**config.mk**
```make
export PLATFORM = sky130hd
export DESIGN_NAME = vga_timing_gen
export DESIGN_NICKNAME = d
export VERILOG_FILES = /design/src/rtl/vga_timing_gen.sv
export SDC_FILE = /design/constraint.sdc
export NUM_CORES = 1
export LEC_CHECK = 0
export BUFFER_PORTS_ARGS = -buffer_cell sky130_fd_sc_hd__buf_2
export CORE_UTILIZATION = 44
export DETAILED_ROUTE_END_ITERATION = 8
export HOLD_SLACK_MARGIN = 0.02
export PLACE_DENSITY = 0.67
export SYNTH_ARGS = -nofsm -noshare
export SYNTH_HDL_FRONTEND = slang
export SYNTH_SLANG_ARGS = --single-unit
```
**constraint.sdc**
```tcl
create_clock -name pclk -period 6 [get_ports pclk]
set_clock_uncertainty 0.2 [all_clocks]
set_input_delay 0.3 -clock pclk [delete_from_list [all_inputs] [get_ports pclk]]
set_output_delay 0.3 -clock pclk [all_outputs]
set_load 0.05 [all_outputs]
```
**src/rtl/vga_timing_gen.sv**
```systemverilog
// Purpose: parametrised VGA raster timing (sync, active area, coordinates, lookahead prefetch, strobes, frame count).
// Latency: counters, syncs and lookahead channels are registered; valid/coords/strobes decode combinationally off the counters.
// Backpressure: none; en is a pixel tick and every register holds while en=0.
module vga_timing_gen #(
   parameter int H_DISP    = 640,
   parameter int H_FP      = 16,
   parameter int H_SYNC    = 96,
   parameter int H_BP      = 48,
   parameter int V_DISP    = 480,
   parameter int V_FP      = 10,
   parameter int V_SYNC    = 2,
   parameter int V_BP      = 33,
   parameter int HS_POL    = 0,
   parameter int VS_POL    = 0,
   parameter int LOOKAHEAD = 6,
   parameter int CW        = 10
) (
   input  logic                    pclk,
   input  logic                    reset,
   input  logic                    en,
   output logic                    hsync,
   output logic                    vsync,
   output logic                    valid,
   output logic [CW-1:0]           h_cnt,
   output logic [CW-1:0]           v_cnt,
   output logic [LOOKAHEAD*CW-1:0] la_h,
   output logic [LOOKAHEAD*CW-1:0] la_v,
   output logic [LOOKAHEAD-1:0]    la_valid,
   output logic                    line_start,
   output logic                    frame_start,
   output logic                    vblank,
   output logic [7:0]              frame_cnt
);

   localparam int H_TOTAL = H_DISP + H_FP + H_SYNC + H_BP;
   localparam int V_TOTAL = V_DISP + V_FP + V_SYNC + V_BP;

   // Wide (CW+1) constants so comparisons never truncate even when a bound equals 2**CW.
   localparam logic [CW:0]   H_TOTAL_W = (CW+1)'(H_TOTAL);
   localparam logic [CW:0]   H_DISP_W  = (CW+1)'(H_DISP);
   localparam logic [CW:0]   V_DISP_W  = (CW+1)'(V_DISP);
   localparam logic [CW:0]   HS_BEG_W  = (CW+1)'(H_DISP + H_FP);
   localparam logic [CW:0]   HS_END_W  = (CW+1)'(H_DISP + H_FP + H_SYNC);
   localparam logic [CW:0]   VS_BEG_W  = (CW+1)'(V_DISP + V_FP);
   localparam logic [CW:0]   VS_END_W  = (CW+1)'(V_DISP + V_FP + V_SYNC);
   localparam logic [CW-1:0] H_LAST    = CW'(H_TOTAL - 1);
   localparam logic [CW-1:0] V_LAST    = CW'(V_TOTAL - 1);
   localparam logic [CW-1:0] ONE       = CW'(1);
   localparam logic          HS_ACT    = (HS_POL != 0);
   localparam logic          VS_ACT    = (VS_POL != 0);

   logic [CW-1:0] pix_q, pix_d;
   logic [CW-1:0] line_q, line_d;
   logic [7:0]    frame_q, frame_d;
   logic          hsync_q, hsync_d;
   logic          vsync_q, vsync_d;

   // Next raster position; reset forces the origin so the lookahead reloads its (0,0) view.
   always_comb begin
      pix_d   = pix_q;
      line_d  = line_q;
      frame_d = frame_q;
      if (reset) begin
         pix_d   = '0;
         line_d  = '0;
         frame_d = '0;
      end else if (en) begin
         if (pix_q == H_LAST) begin
            pix_d = '0;
            if (line_q == V_LAST) begin
               line_d  = '0;
               frame_d = frame_q + 8'd1;
            end else begin
               line_d = line_q + ONE;
            end
         end else begin
            pix_d = pix_q + ONE;
         end
      end
   end

   // Syncs decode the next position so the registered level lines up with the counters.
   always_comb begin
      hsync_d = (({1'b0, pix_d} >= HS_BEG_W) && ({1'b0, pix_d} < HS_END_W)) ? HS_ACT : ~HS_ACT;
      vsync_d = (({1'b0, line_d} >= VS_BEG_W) && ({1'b0, line_d} < VS_END_W)) ? VS_ACT : ~VS_ACT;
   end

   // Raster state: reset wins over en, en=0 freezes everything.
   always_ff @(posedge pclk) begin
      if (reset) begin
         pix_q   <= '0;
         line_q  <= '0;
         frame_q <= '0;
         hsync_q <= ~HS_ACT;
         vsync_q <= ~VS_ACT;
      end else if (en) begin
         pix_q   <= pix_d;
         line_q  <= line_d;
         frame_q <= frame_d;
         hsync_q <= hsync_d;
         vsync_q <= vsync_d;
      end
   end

   assign hsync       = hsync_q;
   assign vsync       = vsync_q;
   assign valid       = ({1'b0, pix_q} < H_DISP_W) && ({1'b0, line_q} < V_DISP_W);
   assign h_cnt       = valid ? pix_q : '0;
   assign v_cnt       = valid ? line_q : '0;
   assign line_start  = (pix_q == '0);
   assign frame_start = (pix_q == '0) && (line_q == '0);
   assign vblank      = ({1'b0, line_q} >= V_DISP_W);
   assign frame_cnt   = frame_q;

   for (genvar g = 0; g < LOOKAHEAD; g++) begin : g_la
      localparam logic [CW:0] K = (CW+1)'(g + 1);

      logic [CW:0]   x_sum;
      logic [CW-1:0] x_raw, y_raw;
      logic [CW-1:0] x_d, y_d, x_q, y_q;
      logic          act_d, act_q;

      // Position k ticks ahead of the next beam position; k is below the blanking width,
      // so at most one horizontal wrap (and at most one line step) can occur.
      always_comb begin
         x_sum = {1'b0, pix_d} + K;
         x_raw = x_sum[CW-1:0];
         y_raw = line_d;
         if (x_sum >= H_TOTAL_W) begin
            x_raw = CW'(x_sum - H_TOTAL_W);
            y_raw = (line_d == V_LAST) ? '0 : line_d + ONE;
         end
         act_d = ({1'b0, x_raw} < H_DISP_W) && ({1'b0, y_raw} < V_DISP_W);
         x_d   = act_d ? x_raw : '0;
         y_d   = act_d ? y_raw : '0;
      end

      // Prefetch channel register tracks the counters; reset reloads it from the origin.
      always_ff @(posedge pclk) begin
         if (reset || en) begin
            x_q   <= x_d;
            y_q   <= y_d;
            act_q <= act_d;
         end
      end

      assign la_h[g*CW +: CW] = x_q;
      assign la_v[g*CW +: CW] = y_q;
      assign la_valid[g]      = act_q;
   end

endmodule

```
==> results of run 1 <==
state kept, by name, indices dropped and copies added (netlist names):
register / count
frame_cnt: 8
g_la.act_q: 6
g_la.x_q: 60
g_la.y_q: 60
hsync: 1
line_q: 10
pix_q: 10
vsync: 1
power by group:
part           leakage [nW]  internal [mW]  switching, mW
logic                  2.84         0.0636          0.290
registers              1.58           1.22         0.0168
clock network         0.287          0.590          0.510
total                  4.71           1.88          0.817
layer usage:
layer	global-route usage	vias to the layer above	routed length [um]
met5	0	-	0
met2	0.427	468	14300
li1	-	4127	-
met4	0.106	0	1030
met3	0.0557	67	2690
met1	0.364	4207	13500
metrics by stage:
step,cells,hold slack (ns)
6_report,1486,0.182
3_3_place_gp,1454,0.268
4_1_cts,1486,0.172
5_1_grt,1486,0.195
3_5_place_dp,1454,0.278
2_1_floorplan,1039,0.362
layout make-up:
type	instances	area [um^2]	area share
repair buffers	208	1170	0.0999
well taps	280	350	0.0299
inverters	39	149	0.0127
clock buffers	18	429	0.0366
flip-flops and latches	156	4380	0.374
clock inverters	14	156	0.0133
multi-input cells	771	5090	0.434
worst register-to-register path, cell delays in order, from the launching register on:
cell                        delay [ns]
sky130_fd_sc_hd__dfxtp_1          0.55
sky130_fd_sc_hd__ha_1             0.33
sky130_fd_sc_hd__and4_1           0.46
sky130_fd_sc_hd__mux2i_2          0.55
sky130_fd_sc_hd__buf_4            0.26
sky130_fd_sc_hd__nor2_1           0.12
sky130_fd_sc_hd__nand3_1          0.28
sky130_fd_sc_hd__xor2_1           0.31
sky130_fd_sc_hd__ha_1             0.24
sky130_fd_sc_hd__inv_1            0.06
sky130_fd_sc_hd__a31oi_1          0.25
sky130_fd_sc_hd__and2_1           0.20
sky130_fd_sc_hd__o31ai_1          0.09
sky130_fd_sc_hd__a21oi_1          0.88
sky130_fd_sc_hd__buf_4            0.33
sky130_fd_sc_hd__a2111oi_1        0.08
final timing paths:
path                            slack [ns]  startpoint             end
worst min register to register        0.28       vsync           vsync
worst max-delay path                  0.52    pix_q[0]  g_la[5].x_q[6]
worst min-delay path                  0.18          en           hsync
worst max register to register        0.52    pix_q[0]  g_la[5].x_q[6]
placed cells by master, fill, tap and decap left out, types with 5 or more instances in the layout:
cell type,count
sky130_fd_sc_hd__inv_1,33
sky130_fd_sc_hd__o21ai_1,5
sky130_fd_sc_hd__nor2_1,97
sky130_fd_sc_hd__and3_1,20
sky130_fd_sc_hd__nor3_1,93
sky130_fd_sc_hd__o21ai_0,32
sky130_fd_sc_hd__a311o_1,5
sky130_fd_sc_hd__a211oi_1,7
sky130_fd_sc_hd__nand4_1,18
sky130_fd_sc_hd__edfxtp_1,126
sky130_fd_sc_hd__nand2_1,52
sky130_fd_sc_hd__and4_1,5
sky130_fd_sc_hd__xor2_1,18
sky130_fd_sc_hd__conb_1,7
sky130_fd_sc_hd__a21oi_1,38
sky130_fd_sc_hd__buf_4,46
sky130_fd_sc_hd__or3_1,12
sky130_fd_sc_hd__a31oi_1,10
sky130_fd_sc_hd__and2_1,25
sky130_fd_sc_hd__mux2i_1,32
sky130_fd_sc_hd__clkinv_4,5
sky130_fd_sc_hd__o31a_1,5
sky130_fd_sc_hd__xnor2_1,64
sky130_fd_sc_hd__nand3_1,49
sky130_fd_sc_hd__buf_2,161
sky130_fd_sc_hd__dfxtp_1,30
sky130_fd_sc_hd__nand2b_1,5
sky130_fd_sc_hd__clkbuf_16,17
sky130_fd_sc_hd__nor4_1,18
sky130_fd_sc_hd__nor3_2,5
sky130_fd_sc_hd__o21a_1,10
sky130_fd_sc_hd__o211ai_1,5
sky130_fd_sc_hd__nor2b_1,6
sky130_fd_sc_hd__inv_2,5
sky130_fd_sc_hd__o31ai_1,7
sky130_fd_sc_hd__ha_1,26
cells by family (layout without fill, tap and decap cells):
logic type      after synthesis  count (layout)  share of synthesized area
fa+ha+maj                    26              26                     0.0326
mux                          37              37                     0.0380
simple gates                435             435                      0.231
xor+xnor                     83              83                     0.0737
other cells                   1               7                   0.000376
compound gates              183             183                      0.133
flops                       156             156                      0.440
buf+inv                     112             279                     0.0521
==> summary by stage, run 1 <==
Synthesis
The count of synthesis-stage warnings from yosys is 0. The share of synthesized area in the top cell type comes to 0.380. The number of synthesized flops with an enable pin is 126. In the post-synthesis netlist, the biggest area contributors are sky130_fd_sc_hd__edfxtp_1, sky130_fd_sc_hd__dfxtp_1, sky130_fd_sc_hd__xnor2_1. The share of synthesized registers carrying an async set or reset is 0. The number of different library cells used by synthesis comes to 89. The largest area contributor in the netlist is sky130_fd_sc_hd__edfxtp_1. The flip-flop and latch count after synthesis is 156.

Among all cell types in the netlist, the one instantiated most often is sky130_fd_sc_hd__edfxtp_1. In the synthesized netlist the dominant register cell turns out to be sky130_fd_sc_hd__edfxtp_1. The synthesized netlist occupies a cell area of 9970 um^2. The synthesized instance count is 1,033. The average size of a mapped cell is 9.65 um^2. The sequential cell area fraction in the yosys report is 0.440. By count the netlist is led by sky130_fd_sc_hd__edfxtp_1, sky130_fd_sc_hd__nor2_1, sky130_fd_sc_hd__nor3_1, sky130_fd_sc_hd__xnor2_1, sky130_fd_sc_hd__nand2_1.

GRT
The number of global-route vias before repair is 8,304. The number of antenna violations at the first check in global routing is 0. The total grt overflow is 0.

In the global route stage, overall resource usage came out at 0.270. The largest net degree at the start of global routing is 72. The first global-routing pass estimated 48,100 um of wire.

Setup path
STA puts the critical path data required time at 5.97 ns. The cell type of the slowest stage on the worst timing path is sky130_fd_sc_hd__a21oi_1. In this run the worst path has a maximum fanout of 11.

Counting buffers and inverters, the worst setup path is 15 cells deep. STA puts the critical path data arrival time at 5.45 ns. The largest incremental delay on the critical path is 0.88 ns. The kind of capture point of the worst setup path is a register. The combined buffer and inverter count along the critical path is 3. The signal on the critical path passes through ha_1 > and4_1 > mux2i_2 > buf_4 > nor2_1 > nand3_1 > xor2_1 > ha_1 > inv_1 > a31oi_1 > and2_1 > o31ai_1 > a21oi_1 > buf_4 > a2111oi_1. The critical setup path kind is register to register. The worst setup path is launched from a register. The count of cells along the worst register-to-register path is 15. The gate family responsible for the most delay along the worst path is compound AO/OA/AOI/OAI gates.

Cells and area
The final layout contains 1,222 nets. Of the cells placed in the final design, the portion with a size suffix greater than 1 is 0.234. The filler cells instantiated in the layout total 2,017. The area added between synthesis and finish is 17.7%. The post-layout instance area is 11,700 um^2. The final design utilization is 0.532. The number of antenna cells inserted is 0.

Floorplan
The number of standard-cell rows in the floorplan is 54. The die is 152 um wide. The core area is 22,000 um^2. In this run the count of I/O pins placed on the die edge is 163. In this run the vertical extent of the chip is 152 um. For this configuration, the core starts out at a cell density of 0.452. The die covers 23,300 um^2.

Routing
Dividing the detail-routed via count by the number of cells gives 5.97. The pre-antenna-repair detailed-routing pass consisted of 7 iterations. The wire length per cell is 21.2 um. For this run, design rule violations remaining after detail routing come to 15.

Once detail routing completed, the nets flagged for antenna violations numbered 0. The via count of the routed design is 8,869. The final layout contains routed wiring with a total length of 31,500 um. The initial DRC count is 905.

Clock tree
The clock tree buffer depth is 2. The number of clock sinks is 156. The clock-pin slew reported for the worst setup and hold paths after clock tree synthesis is 0.08 ns.

CTS placed an instance of sky130_fd_sc_hd__clkbuf_16 at the clock tree root. The clock latency on the worst-skew pair is 0.45 ns. After clock tree synthesis, the repair step resized 0 gates. The clock tree synthesis step divided the H-tree into 4 levels. After clock tree synthesis, the setup repair step added 0 buffers. In this run, post-CTS hold repair placed 0 buffers. The total CTS buffers is 17. TritonCTS built the clock tree.

Hold path
The number of instances on the worst hold path is 3. The path class of the tightest hold or removal check is input pin to register.

Timing
For the final routed database, the setup TNS stands at 0 ns. Setup repair after global routing left no endpoint under its margin. The timing-limited maximum frequency is 182 MHz. The number of max-slew violations in the final report is 0.

The transition time of the tightest slew-check pin is 1.11 ns. Of the available clock period, the critical path in the final layout requires 0.914. The final critical path time including I/O delays and setup is 5.48 ns. The slack of the critical path is 0.519 ns. The count of final setup violators is 0.

The relative slew slack is 0.262. The number of hold violations in the final report is 0.

Job
The max-capacitance violation count is 0.

Place
The number of I/O port buffers is 161. The placed instance area is 11,100 um^2. Once detailed placement completed, the half-perimeter wirelength came to 22,900 um.

OpenSTA, run right after detailed placement, puts the worst setup slack at 0.664 ns. The routability congestion estimate from global placement is 0.987.

Status
The run finished, with violations left. The final reports fail on DRC.

Pwr
For this design the static power due to leakage is 4.71 nW. IR analysis of the VDD net gives a maximum drop of 170 uV. Dividing total power by cell area gives a power density of 230 nW/um^2. The post-layout total power is 2.69 mW.
Power figures use the tool's default switching activity.
==> run 2: changes to the inputs <==
- PLACE_DENSITY: 0.67 -> 0.7
- RECOVER_POWER: unset -> 25
==> run 2 against run 1 <==
Effect of this change:
- sequential share of layout area grew 0.53 points
- setup slack lost 0.18 ns
- largest cell class unchanged
- the flow finishes with violations (DRC, capacitance limit, slew limit)
- die area is the same
- core utilization shrank 0.74 points
- non-clock buffer count shrank 8
- critical path depth shrank 3
==> summary by stage, run 2 (synthesis gave the netlist of run 1 again) <==
Status
The run finished, with violations left. The final reports fail on DRC, capacitance limit, slew limit.

Setup path
The worst register-to-register path ends at g_la[0].x_q[2]. Of all nets on the critical path, the largest fanout is 20. The worst setup path is launched from a register. The endpoint required time on the critical path is 5.94 ns. The critical path is of the register to register type. In this run the register-to-register setup slack is 0.33 ns. The origin of the worst setup path is pix_q[0]. The worst setup path is captured at a register.

In this run the worst setup path terminates at g_la[0].x_q[2]. The launch instance of the worst register-to-register path is pix_q[0]. The data arrival time at the worst-slack endpoint is 5.61 ns. The count of cells along the worst register-to-register path is 12.

Floorplan
After floorplanning, the core was sized to cover 22,000 um^2. The number of ports placed on the die boundary is 163. The starting density of the core is 0.452. The die span in y is 152 um.

The number of standard-cell rows in the floorplan is 54. The die covers 23,300 um^2. The die extent in x is 152 um.

Timing
Final hold analysis gives a worst-case slack of 0.172 ns. Setup repair after global routing left no endpoint under its margin. The number of hold violations in the final report was 0. The relative slew slack is -1.07. Setup violations remaining at the end of the flow were counted as 0.

Based on the critical path, the design can be clocked at up to 177 MHz. The transition time of the tightest slew-check pin is 3.11 ns. The final critical path time including I/O delays and setup is 5.67 ns. The sum of negative setup slack is 0 ns. Of the available clock period, the critical path in the final layout requires 0.944. The number of max-slew violations in the final report is 60.

Cells and area
The largest registers in the layout are g_la.x_q (60), g_la.y_q (60). The area added between synthesis and finish is 16.0%. The final cell count without fillers is 1,478. The filler cells instantiated in the layout total 2,081. The library cells used most frequently in the layout, excluding fill and tap cells, are sky130_fd_sc_hd__edfxtp_1, sky130_fd_sc_hd__clkbuf_1, sky130_fd_sc_hd__nor2_1.

The net total in the final layout is 1,214. The commonest non-fill, non-tap cell in the layout is sky130_fd_sc_hd__edfxtp_1. The layout cell share with drive strength beyond 1 is 0.141.

The repair_antennas step left the layout with diodes totalling 0.

Clock tree
Buffers inserted during clock tree synthesis total 17. Clock tree synthesis found a total of 156 sinks. In this run the clock root is driven by a sky130_fd_sc_hd__clkbuf_16. The clock latency on the worst-skew pair is 0.44 ns.

The clock passes through at most 2 buffers. TritonCTS built the clock tree. Hold repair after CTS inserted 0 buffers. The level count of the clock H-tree is 4. The clock-pin slew reported for the worst setup and hold paths after clock tree synthesis is 0.07 ns.

Place
The total placed cells including tap cells is 1,446. At the end of routability-driven placement, the weighted congestion stood at 1.03. The placed wire-length estimate is 23,000 um. In this run the tool buffered the top-level ports with 161 buffer cells.

Pwr
The analysis attributes to cell leakage a power of 4.33 nW. Dividing total power by cell area gives a power density of 237 nW/um^2. The total internal power is 1.91 mW. Of the total power, the share spent switching nets is 0.301.

The worst supply voltage drop on vdd is 159 uV. The share of total power dissipated in sequential elements is 0.454. The net switching power is 0.825 mW. Of the total power, the clock network draws 0.421. Of the total power, combinational logic draws 0.126.

Routing
The detailed-router iteration count before antenna repair is 9. The wire length per cell is 21.3 um. The first routing iteration left 951 violations.

The number of routed nets with antenna violations is 0. Wires add up to 31,400 um. The average via count per standard cell is 6.00. For this run, design rule violations remaining after detail routing come to 12.

Across all layers, the routed design uses 8,862 vias.

GRT
After global routing the overflow that remains totals 0. The number of global-route vias before repair is 8,276. The number of antenna violations at the first check in global routing was 0.

Entering global routing, the biggest net connects 71 pins. The overall global routing resource usage is 0.270. The global-route wire length before repair is 48,200 um.

Hold path
Along the worst hold path, the cell count comes to 2. The worst hold path begins at reset. The tightest min-delay check is of the input pin to register type.

Job
The max-capacitance violation count is 1.
==> run 2: cell type report <==
type                            count  area, um^2  area share
Sequential cell                   156        4380       0.379
Clock buffer                       17         425      0.0368
Clock inverter                     15         190      0.0164
Inverter                           39         149      0.0129
Tap cell                          280         350      0.0303
Multi-Input combinational cell    771        5100       0.441
Timing Repair Buffer              200         961      0.0831
==> run 2: power by group through the flow <==
| stage | Combinational [mW] | Clock, mW | Sequential (mW) |
|---|---|---|---|
| floorplan | 0.0914 | 0 | 1.44 |
| global placement | 0.355 | 0 | 1.26 |
| detailed placement | 0.355 | 0 | 1.26 |
| CTS | 0.356 | 1.16 | 1.24 |
| global route | 0.356 | 1.21 | 1.25 |
| finish | 0.344 | 1.15 | 1.24 |
==> run 2: worst min-delay path by stage <==
stage | to | slack (ns)
2_1_floorplan | line_q[0] | 0.36
3_3_place_gp | vsync | 0.26
3_5_place_dp | vsync | 0.27
4_1_cts | pix_q[6] | 0.13
5_1_grt | pix_q[6] | 0.16
6_report | pix_q[6] | 0.17
==> run 2: critical path: stages, from the launching register on <==
cell and delay (ns):
sky130_fd_sc_hd__dfxtp_1 0.55, sky130_fd_sc_hd__ha_1 0.33, sky130_fd_sc_hd__and4_1 0.70, sky130_fd_sc_hd__nand3_1 0.36
sky130_fd_sc_hd__nor3_1 0.25, sky130_fd_sc_hd__a21oi_1 0.08, sky130_fd_sc_hd__nor2_1 0.62, sky130_fd_sc_hd__ha_1 0.35
sky130_fd_sc_hd__and3_1 0.24, sky130_fd_sc_hd__nand4_1 0.13, sky130_fd_sc_hd__a22oi_2 0.57, sky130_fd_sc_hd__a221o_1 0.85
sky130_fd_sc_hd__nor2b_1 0.13
==> run 2: routing by layer <==
metal,wire length [um],global-route usage,part of all wire
met1,13700,0.381,0.44
met5,0,0,0
met2,14100,0.421,0.45
met4,867,0.0938,0.028
met3,2810,0.0441,0.089
==> run 2: through the flow <==
| step | power, mW | cell area (um^2) | setup WS (ns) | util |
|---|---|---|---|---|
| after floorplan | 1.53 | 9990 | 0.611 | - |
| after global placement | 1.62 | 11100 | 0.323 | 0.503 |
| after detailed placement | 1.62 | 11100 | 0.277 | 0.503 |
| after CTS | 2.76 | 11700 | 0.240 | 0.531 |
| after global routing | 2.81 | 11600 | 0.153 | 0.525 |
| final | 2.74 | 11600 | 0.334 | 0.525 |
==> run 2: what timing repair did <==
action / 4_1_cts / 5_1_grt
endpoints found under the setup margin: 0 / 49
setup buffers: 0 / 0
resized for setup: 0 / 3
endpoints found under the hold margin: 0 / 0
